File: src/rtl/act_share_arbiter.sv
// Round-robin arbiter with burst locking that shares one activation unit among N_REQ requesters.
// Optional `ACT_ARB_PERF_CNT_EN adds busy/stall cycle counters (o_busy_cnt, o_stall_cnt).
module act_share_arbiter #(
  parameter int unsigned DATA_WIDTH  = 16,
  parameter int unsigned N_REQ       = 4,
  parameter int unsigned ID_WIDTH    = 2,
  parameter int unsigned MAX_BURST   = 4,
  parameter int unsigned ACT_LATENCY = 1
) (
  input  logic                        clk,
  input  logic                        rst_n,
  input  logic                        i_en,
  input  logic [N_REQ-1:0]            i_req_valid,
  input  logic [N_REQ*DATA_WIDTH-1:0] i_req_data,
  output logic [N_REQ-1:0]            o_req_ready,
  output logic                        o_act_en,
  output logic                        o_act_valid,
  output logic [DATA_WIDTH-1:0]       o_act_data,
  input  logic                        i_act_valid,
  input  logic [DATA_WIDTH-1:0]       i_act_data,
  output logic [N_REQ-1:0]            o_rsp_valid,
  output logic [DATA_WIDTH-1:0]       o_rsp_data,
  output logic [ID_WIDTH-1:0]         o_rsp_id,
  output logic                        o_err
`ifdef ACT_ARB_PERF_CNT_EN
  ,
  output logic [31:0]                 o_busy_cnt,
  output logic [31:0]                 o_stall_cnt
`endif
);

  localparam int unsigned CW = $clog2(MAX_BURST + 1);

  typedef enum logic {IDLE, LOCK} state_e;

  state_e                                 state_q;
  logic [ID_WIDTH-1:0]                    ptr_q;
  logic [ID_WIDTH-1:0]                    owner_q;
  logic [CW-1:0]                          cnt_q;
  logic [ACT_LATENCY-1:0]                 tag_v_q;
  logic [ACT_LATENCY-1:0][ID_WIDTH-1:0]   tag_id_q;
  logic                                   err_q;

  logic [ID_WIDTH-1:0] base;
  logic [ID_WIDTH-1:0] scan_idx;
  logic [ID_WIDTH-1:0] pick;
  logic                found;
  logic                cont;
  logic                gnt_valid;
  logic                rsp_hit;
  logic [ID_WIDTH-1:0] rsp_id_d;

  function automatic logic [ID_WIDTH-1:0] wrap_inc(input logic [ID_WIDTH-1:0] v);
    return (v == ID_WIDTH'(N_REQ - 1)) ? '0 : v + 1'b1;
  endfunction

  // In LOCK, a release re-arbitrates from owner+1 in the same cycle, so the
  // scan base is chosen before the search rather than after a state change.
  always_comb begin
    base     = ptr_q;
    cont     = 1'b0;
    found    = 1'b0;
    pick     = '0;
    scan_idx = '0;
    if (state_q == LOCK) begin
      cont = i_req_valid[owner_q] && (cnt_q < CW'(MAX_BURST));
      base = wrap_inc(owner_q);
    end
    for (int unsigned i = 0; i < N_REQ; i++) begin
      scan_idx = ID_WIDTH'((32'(base) + i) % N_REQ);
      if (!found && i_req_valid[scan_idx]) begin
        found = 1'b1;
        pick  = scan_idx;
      end
    end
    if (cont) begin
      found = 1'b1;
      pick  = owner_q;
    end
    gnt_valid = i_en && rst_n && found;
  end

  always_comb begin
    o_req_ready = gnt_valid ? (N_REQ'(1) << pick) : '0;
    o_act_valid = gnt_valid;
    o_act_en    = i_en;
    o_act_data  = '0;
    for (int unsigned k = 0; k < N_REQ; k++) begin
      if (gnt_valid && (pick == ID_WIDTH'(k))) begin
        o_act_data = i_req_data[k*DATA_WIDTH +: DATA_WIDTH];
      end
    end
  end

  always_ff @(posedge clk or negedge rst_n) begin
    if (!rst_n) begin
      state_q <= IDLE;
      ptr_q   <= '0;
      owner_q <= '0;
      cnt_q   <= '0;
    end else if (i_en) begin
      if (gnt_valid && cont) begin
        cnt_q <= cnt_q + 1'b1;
      end else if (gnt_valid) begin
        if (MAX_BURST > 1) begin
          state_q <= LOCK;
          owner_q <= pick;
          cnt_q   <= CW'(1);
          ptr_q   <= base;
        end else begin
          state_q <= IDLE;
          ptr_q   <= wrap_inc(pick);
        end
      end else if (state_q == LOCK) begin
        state_q <= IDLE;
        ptr_q   <= base;
      end
    end
  end

  // Tag pipe shifts regardless of i_en so in-flight results still return.
  always_ff @(posedge clk or negedge rst_n) begin
    if (!rst_n) begin
      tag_v_q  <= '0;
      tag_id_q <= '0;
      err_q    <= 1'b0;
    end else begin
      tag_v_q  <= (tag_v_q << 1) | ACT_LATENCY'(gnt_valid);
      tag_id_q <= (tag_id_q << ID_WIDTH) | (ACT_LATENCY*ID_WIDTH)'(gnt_valid ? pick : '0);
      err_q    <= err_q | (i_act_valid != tag_v_q[ACT_LATENCY-1]);
    end
  end

  always_comb begin
    rsp_hit     = i_act_valid && tag_v_q[ACT_LATENCY-1];
    rsp_id_d    = tag_id_q[ACT_LATENCY-1];
    o_rsp_valid = rsp_hit ? (N_REQ'(1) << rsp_id_d) : '0;
    o_rsp_id    = rsp_hit ? rsp_id_d : '0;
    o_rsp_data  = rsp_hit ? i_act_data : '0;
    o_err       = err_q;
  end

`ifdef ACT_ARB_PERF_CNT_EN
  logic [31:0] busy_q;
  logic [31:0] stall_q;

  always_ff @(posedge clk or negedge rst_n) begin
    if (!rst_n) begin
      busy_q  <= '0;
      stall_q <= '0;
    end else begin
      if (gnt_valid) busy_q <= busy_q + 32'd1;
      if ((|i_req_valid) && !gnt_valid) stall_q <= stall_q + 32'd1;
    end
  end

  assign o_busy_cnt  = busy_q;
  assign o_stall_cnt = stall_q;
`endif

endmodule

File: config.mk
export PLATFORM = sky130hd
export DESIGN_NAME = act_share_arbiter
export DESIGN_NICKNAME = d
export VERILOG_FILES = /design/src/rtl/act_share_arbiter.sv
export SDC_FILE = /design/constraint.sdc
export NUM_CORES = 1
export LEC_CHECK = 0
export CAP_MARGIN = 20
export CORE_MARGIN = 4
export CORE_UTILIZATION = 40
export CTS_BUF_LIST = sky130_fd_sc_hd__clkbuf_4 sky130_fd_sc_hd__clkbuf_8
export CTS_CLUSTER_DIAMETER = 40
export CTS_CLUSTER_SIZE = 16
export DETAILED_ROUTE_END_ITERATION = 6
export MAX_ROUTING_LAYER = met4
export PLACE_DENSITY = 0.94
export SYNTH_ARGS = -nofsm -noshare
export SYNTH_HDL_FRONTEND = slang
export SYNTH_SLANG_ARGS = --single-unit
File: constraint.sdc
create_clock -name clk -period 3.4 [get_ports clk]
set_input_delay 0.34 -clock clk [delete_from_list [all_inputs] [get_ports clk]]
set_output_delay 0.34 -clock clk [all_outputs]
set_load 0.02 [all_outputs]
==> results by group, run 1 <==
Status
  – Outcome: complete, no violations

Layout
  – Area grow syn2layout: 67.49%
  – Share of layout cells above drive strength 1: 11.40%
  – Number of diodes: 0
  – Commonest non-fill, non-tap cells in the layout: clkdlybuf4s50_1 (112), nand2_1 (39), o22ai_1 (32)
  – Nets: 522
  – Final instance area: 3822 um2
  – Commonest non-fill, non-tap cell in the layout: clkdlybuf4s50_1

Logic synthesis
  – Asr flop ratio synth: 100.0%
  – Top cell type's share of synthesized area: 13.16%
  – Post-Syn Area: 2282 um2
  – Area contributors post-synth: dfrtp_1 (13%), o311ai_0 (10%), o22ai_1 (9.0%)
  – Largest family of logic cells by synthesized area: compound AO/OA/AOI/OAI gates
  – Post-synth EDFFs: 0
  – Syn Inst Count: 307
  – Cell taking the most area after synthesis: dfrtp_1
  – XOR/XNOR share of the synthesized area: 0%
  – Mapped Avg Cell Area: 7.434 um2
  – YS warnings: 0
  – Synth Area in Adders: 1.645%
  – Mux contribution to synthesized area: 12.01%
  – Register area share after synthesis: 13.16%
  – Yosys reg bits: 12
  – Post-Syn Nets: 398
  – Count of different cell masters after synthesis: 45
  – Post-Synth Simple-Gate Area: 25.27%
  – Top_reg_cell synth: dfrtp_1
  – Compound-cell area share of the yosys netlist: 37.66%

Setup path
  – CP Class: reg -> out
  – Setup crit end kind: output pin
  – Setup crit start kind: register
  – Critical Path Fanout Max: 19
  – CP required: 3.06 ns
  – Arrival time at the worst endpoint: 2.90 ns

Flow run
  – MaxCap Viol Count: 0

Timing
  – Fmax: 308.3 MHz
  – Final worst path period share: 95.40%
  – Unrepaired setup endpoints after global routing: no
  – Hold_ws: 0.4547 ns
  – Final Critical Period: 3.243 ns
  – Worst setup margin: 0.1565 ns
  – Setup TNS: 0 ns
  – Headroom to the max-slew limit: 70.04%
  – Worst Tran Pin Value: 0.4494 ns
  – Final setup skew: 0.001627 ns
  – Max-slew violations: 0
  – Setup violators final: 0
  – Final hold violations: 0

Global route
  – Largest net degree at the start of global routing: 33
  – Gr ovfl total: 0
  – First-pass GRT wire length: 14,460 um
  – Initial antenna violation count: 0
  – Overall Global Routing Usage: 25.31%
  – Vias in the first global route: 2,964

Die
  – IO Count: 133
  – Rows: 27
  – Die X: 83.54 um
  – Die Ht: 83.54 um
  – DIE AREA: 6978 um2
  – Area of the core: 5507 um2
  – Starting Density: 41.45%

Clocking
  – CTS tree: yes
  – CTS clk-pin slew, worst paths: 0.05 ns
  – Sink Count: 12
  – Inserted Clock Buffers: 3
  – CTS Buffer Depth: 2
  – Clock Tree Root: clkbuf_8
  – Setup bufs post-CTS: 0
  – Clk_lat worst skew: 0.24 ns
  – Htree depth: 1
  – Post-CTS Hold Fix Bufs: 0

Power
  – Total leakage power: 1.588 nW
  – Total power: 0.002411 W
  – Max rail drop VDD: 339.9 uV
  – Cell area power density: 630.7 nW/um2

Detailed routing
  – WL final: 9012 um
  – Initial drt markers: 221
  – DRT Pass-1 Iters: 6
  – Via count: 3,032
  – Remaining DRCs: 0
  – WL/cell: 17.95 um
  – Vias per std cell: 6.040
  – Post-route ant nets: 0

Placement
  – DP HPWL: 6979 um
  – Pre-CTS WS: -0.05074 ns
  – # port buffers: 132
  – Area after DPL: 3750 um2
  – GPL Wtd Cong: 0.9564

Worst hold path
  – Tightest Hold Check Type: in -> async
-- worst paths after layout --
| path | end | slack (ns) | cells after the start | from |
|---|---|---|---|---|
| worst max-delay path | o_act_data[12] | 0.16 | 9 | owner_q[0]$_DFFE_PN0P_ |
| worst min-delay path | state_q$_DFFE_PN0P_ | 0.45 | 2 | rst_n |
| worst max register to register | owner_q[1]$_DFFE_PN0P_ | 1.03 | 7 | owner_q[0]$_DFFE_PN0P_ |
| worst min register to register | ptr_q[0]$_DFFE_PN0P_ | 0.50 | 1 | ptr_q[0]$_DFFE_PN0P_ |
| max in group asynchronous | cnt_q[1]$_DFFE_PN0P_ | 2.78 | 2 | rst_n |
| min in group clk | ptr_q[0]$_DFFE_PN0P_ | 0.50 | 1 | ptr_q[0]$_DFFE_PN0P_ |
-- cells by family after synthesis --
logic type | after synthesis
AOI/OAI and AO/OA | 116
adders and majority gates | 3
buffers and inverters | 44
DFF | 12
muxes | 25
and+or+nand+nor | 107
-- state kept, by name, indices dropped and copies added, names as in the netlist --
name,count
ptr_q,2
state_q,1
o_err,1
rsp_id_d,2
owner_q,2
cnt_q,3
tag_v_q,1
-- timing repair --
item | 4_1_cts | 5_1_grt
setup endpoints to repair | 18 | 16
resized for setup | 20 | 11
pin swaps | 0 | 1
-- routing by layer --
layer	vias up	wire (um)	global-route usage, %
met5	-	0	-
li1	1446	-	-
met3	30	603	3.356
met1	1398	3469	29.41
met2	158	4620	43.22
met4	0	318	11.84
-- cells in the mapped netlist, types with 2 or more instances --
cell type  count
mux2i_1       17
and3_1         3
nand2_1       39
o311ai_1       6
nor3b_1        3
o311ai_0      26
dfrtp_1       12
o21a_1         2
nor2b_1        3
or3_1         18
mux2_2         4
o31a_1        17
o22ai_1       33
o21ai_0       19
mux2_1         2
buf_2         10
and2_1        20
nand4_1        3
nor3_1         3
inv_1          3
buf_4          5
o21ai_1        2
clkbuf_1      21
buf_6          5
o41ai_1        2
nor2_1         8
ha_1           3
-- power breakdown --
group          internal [W]  switching, W  total (W)
clock network      0.000102     0.0000510   0.000153
registers          0.000188     0.0000409   0.000229
logic              0.000922       0.00111    0.00203
total               0.00121       0.00120    0.00241
-- layout make-up --
type,instances,area [um2]
Sequential cell,12,300.3
Inverter,3,11.26
Clock buffer,4,55.05
Tap cell,72,90.09
Fill cell,436,1684
Timing Repair Buffer,160,1584
Multi-Input combinational cell,251,1782
-- critical path: stages (launching register included) --
cell           delay, ns
dfrtp_1             0.39
ha_1                0.36
mux2i_4             0.24
nor2_1              0.08
o21a_1              0.24
buf_4               0.21
o311ai_1            0.39
mux2i_1             0.16
o31a_1              0.27
dlygate4sd2_1       0.32
-- stage by stage --
stage               std cells  utilization (%)
global placement          498            68.10
global route              502            69.42
floorplan                 307                -
CTS                       502            69.10
detailed placement        498            68.10
finish                    502            69.42
Note: power is estimated with default switching activity, not from simulation.
==> run 2, diff against run 1 <==
CORE_UTILIZATION = 45   (was 40)
DONT_BUFFER_PORTS = 1   (was default)
PLACE_DENSITY = 0.7   (was 0.94)
RECOVER_POWER = 50   (was default)
==> run 2 against run 1 <==
Clock power hardly changed. Utilization down 20 points. Flip-flop and latch count unchanged. Die area shrank 10%. Largest power group unchanged. Cell count fell by 30%.
==> results by group, run 2 (synthesis results as in run 1) <==
Status
  – Outcome: complete, no violations

Clocking
  – CTS tree: yes
  – Htree depth: 1 (unchanged)
  – Clock Tree Root: clkbuf_8
  – Inserted Clock Buffers: 3 (unchanged)
  – CTS Buffer Depth: 2 (unchanged)
  – Sink Count: 12 (unchanged)
  – CTS clk-pin slew, worst paths: 0.05 ns (about the same)
  – Clk_lat worst skew: 0.24 ns (about the same)

Detailed routing
  – Via count: 2,416 (-20%)
  – DRT Pass-1 Iters: 4 (-2)
  – WL/cell: 20.65 um (+15%)
  – WL final: 7288 um (-19%)
  – Vias per std cell: 6.844 (+13%)
  – Remaining DRCs: 0 (unchanged)
  – Post-route ant nets: 0 (unchanged)
  – Initial drt markers: 210 (-5.0%)

Die
  – Starting Density: 47.38% (+5.9 points)
  – Area of the core: 4817 um2 (-13%)
  – Rows: 25 (-7.4%)
  – Die Ht: 79.22 um (-5.2%)
  – IO Count: 133 (unchanged)
  – DIE AREA: 6275 um2 (-10%)
  – Die X: 79.22 um (-5.2%)

Timing
  – Max-slew violations: 0 (unchanged)
  – Setup violators final: 0 (unchanged)
  – Fmax: 308.0 MHz (about the same)
  – Final Critical Period: 3.247 ns (+0.003047 ns)
  – Headroom to the max-slew limit: 53.43% (-17 points)
  – Setup TNS: 0 ns (unchanged)
  – Unrepaired setup endpoints after global routing: no
  – Final hold violations: 0 (unchanged)
  – Worst Tran Pin Value: 0.6971 ns (+0.2477 ns)
  – Final setup skew: 0.003482 ns (+0.001855 ns)
  – Final worst path period share: 95.49% (about the same)

Power
  – Total leakage power: 0.8519 nW (-46%)
  – Sw frac: 54.51% (+4.8 points)
  – Max rail drop VDD: 337.1 uV (-0.81%)
  – Clk pwr share: 7.5% (+1.1 points)
  – Int Power: 0.0009359 W (-23%)
  – Seq pwr share: 11.1% (+1.6 points)
  – Logic pwr share: 81.4% (-2.7 points)
  – Sw Pwr: 0.001122 W (-6.4%)
  – Cell area power density: 869.1 nW/um2 (+38%)

Setup path
  – Reg2reg start: owner_q[0]$_DFFE_PN0P_
  – CP Class: reg -> out
  – RR Endpoint: rsp_id_d[0]$_DFF_PN0_
  – Slowest-stage cell, CP: or3_1
  – Buf/Inv on CP: 3 (+1)
  – Crit path depth: 8 (-1)
  – Setup crit end kind: output pin
  – Setup crit start kind: register
  – Crit-path max cell delay: 0.53 ns (+0.14 ns)
  – CP required: 3.06 ns (about the same)
  – Reg2reg setup slack: 0.96 ns (-0.07 ns)
  – R2r worst-path depth: 8 (+1)
  – Worst path cell trace: buf_4 -> mux4_2 -> and3_4 -> buf_4 -> or3_1 -> buf_12 -> o22ai_1 -> o31a_1
  – Critical Path Fanout Max: 40 (+21)
  – CP most frequent cell: buf_4
  – Crit path max-delay family: buffers and inverters
  – Arrival time at the worst endpoint: 2.91 ns (about the same)

Layout
  – Largest register FFs: 3 (unchanged)
  – Share of layout cells above drive strength 1: 11.54% (+0.14 points)
  – Area grow syn2layout: 3.728%
  – Reg with most FFs: cnt_q
  – Fillers: 481 (+10%)
  – Commonest non-fill, non-tap cells in the layout: nand2_1 (39), o22ai_1 (32), o311ai_0 (26)
  – Final core utilization: 49.14% (-20 points)
  – Commonest non-fill, non-tap cell in the layout: nand2_1
  – Nets: 378 (-28%)
  – Register area: 300.3 um2 (unchanged)
  – Number of diodes: 0 (unchanged)
  – Multi-input logic area: 1773 um2 (-0.49%)

Worst hold path
  – Hold Path Depth: 2
  – Tightest Hold Check Type: in -> reg
  – Hold path start: rst_n
  – WHS Endpoint: cnt_q[1]$_DFFE_PN0P_

Placement
  – # port buffers: 0 (-100%)
  – GPL Wtd Cong: 0.9050 (-5.4%)
  – DP HPWL: 5378 um (-23%)

Global route
  – First-pass GRT wire length: 11,160 um (-23%)
  – Largest net degree at the start of global routing: 51 (+55%)
  – Vias in the first global route: 2,171 (-27%)
  – Initial antenna violation count: 0 (unchanged)
  – Gr ovfl total: 0 (unchanged)
  – Overall Global Routing Usage: 22.40% (-2.9 points)

Flow run
  – MaxCap Viol Count: 0 (unchanged)
[run 2: layout make-up]
class	count	area share [%]
inverter	3	0.4757
timing repair buffer	15	6.078
clock buffer	4	2.326
sequential	12	12.68
tap	67	3.541
multi-input combinational	252	74.89
[run 2: routing by layer]
layer  part of all wire, %  GRT usage (%)  vias up
li1                      -              -     1165
met1                    39          28.55     1125
met2                    50          35.61      110
met3                   8.0          4.762       16
met4                   2.6          6.873        0
met5                     0              -        -
[run 2: worst max-delay path by stage]
| stage | from | slack [ns] | to |
|---|---|---|---|
| 2_1_floorplan | owner_q[0]$_DFFE_PN0P_ | 0.57 | o_req_ready[0] |
| 4_1_cts | owner_q[1]$_DFFE_PN0P_ | 0.15 | o_act_data[9] |
| 5_1_grt | owner_q[0]$_DFFE_PN0P_ | 0.008 | o_act_data[7] |
| 3_5_place_dp | owner_q[1]$_DFFE_PN0P_ | 0.14 | o_act_data[9] |
| 6_report | owner_q[0]$_DFFE_PN0P_ | 0.15 | o_act_data[4] |
| 3_3_place_gp | owner_q[1]$_DFFE_PN0P_ | 0.20 | o_act_data[12] |
[run 2: metrics by stage]
stage	total power (W)	instances	hold slack (ns)	worst slack, ns	area, um2
floorplan	0.001569	307	0.04441	0.5724	2282
global placement	0.001838	347	0.04471	0.1965	2282
detailed placement	0.001874	347	0.04469	0.1375	2282
CTS	0.002041	352	0.2425	0.1480	2355
global route	0.002227	353	0.2360	0.007556	2367
finish	0.002057	353	0.2469	0.1535	2367
[run 2: what timing repair did]
item / CTS / global route
hold buffers: 1 / 0
setup endpoints to repair: 12 / 11
pin swaps: 0 / 1
gates cloned: 0 / 1
resized for setup: 1 / 1
endpoints found under the hold margin: 12 / 0
buffers inserted: 0 / 0
[run 2: worst reg2reg max path, cell delays in order (launching register included)]
cell and delay, ns:
dfrtp_1 0.35, buf_4 0.26, mux4_2 0.33, and3_4 0.19, buf_4 0.24, or3_1 0.54, buf_12 0.22, nand2_1 0.11
and2_1 0.13
[run 2: power groups by stage]
stage | Sequential, W | Combinational (W) | Clock [W]
2_1_floorplan | 0.000221 | 0.00135 | 0
3_3_place_gp | 0.000228 | 0.00161 | 0
3_5_place_dp | 0.000230 | 0.00164 | 0
4_1_cts | 0.000228 | 0.00166 | 0.000158
5_1_grt | 0.000234 | 0.00183 | 0.000167
6_report | 0.000229 | 0.00167 | 0.000155
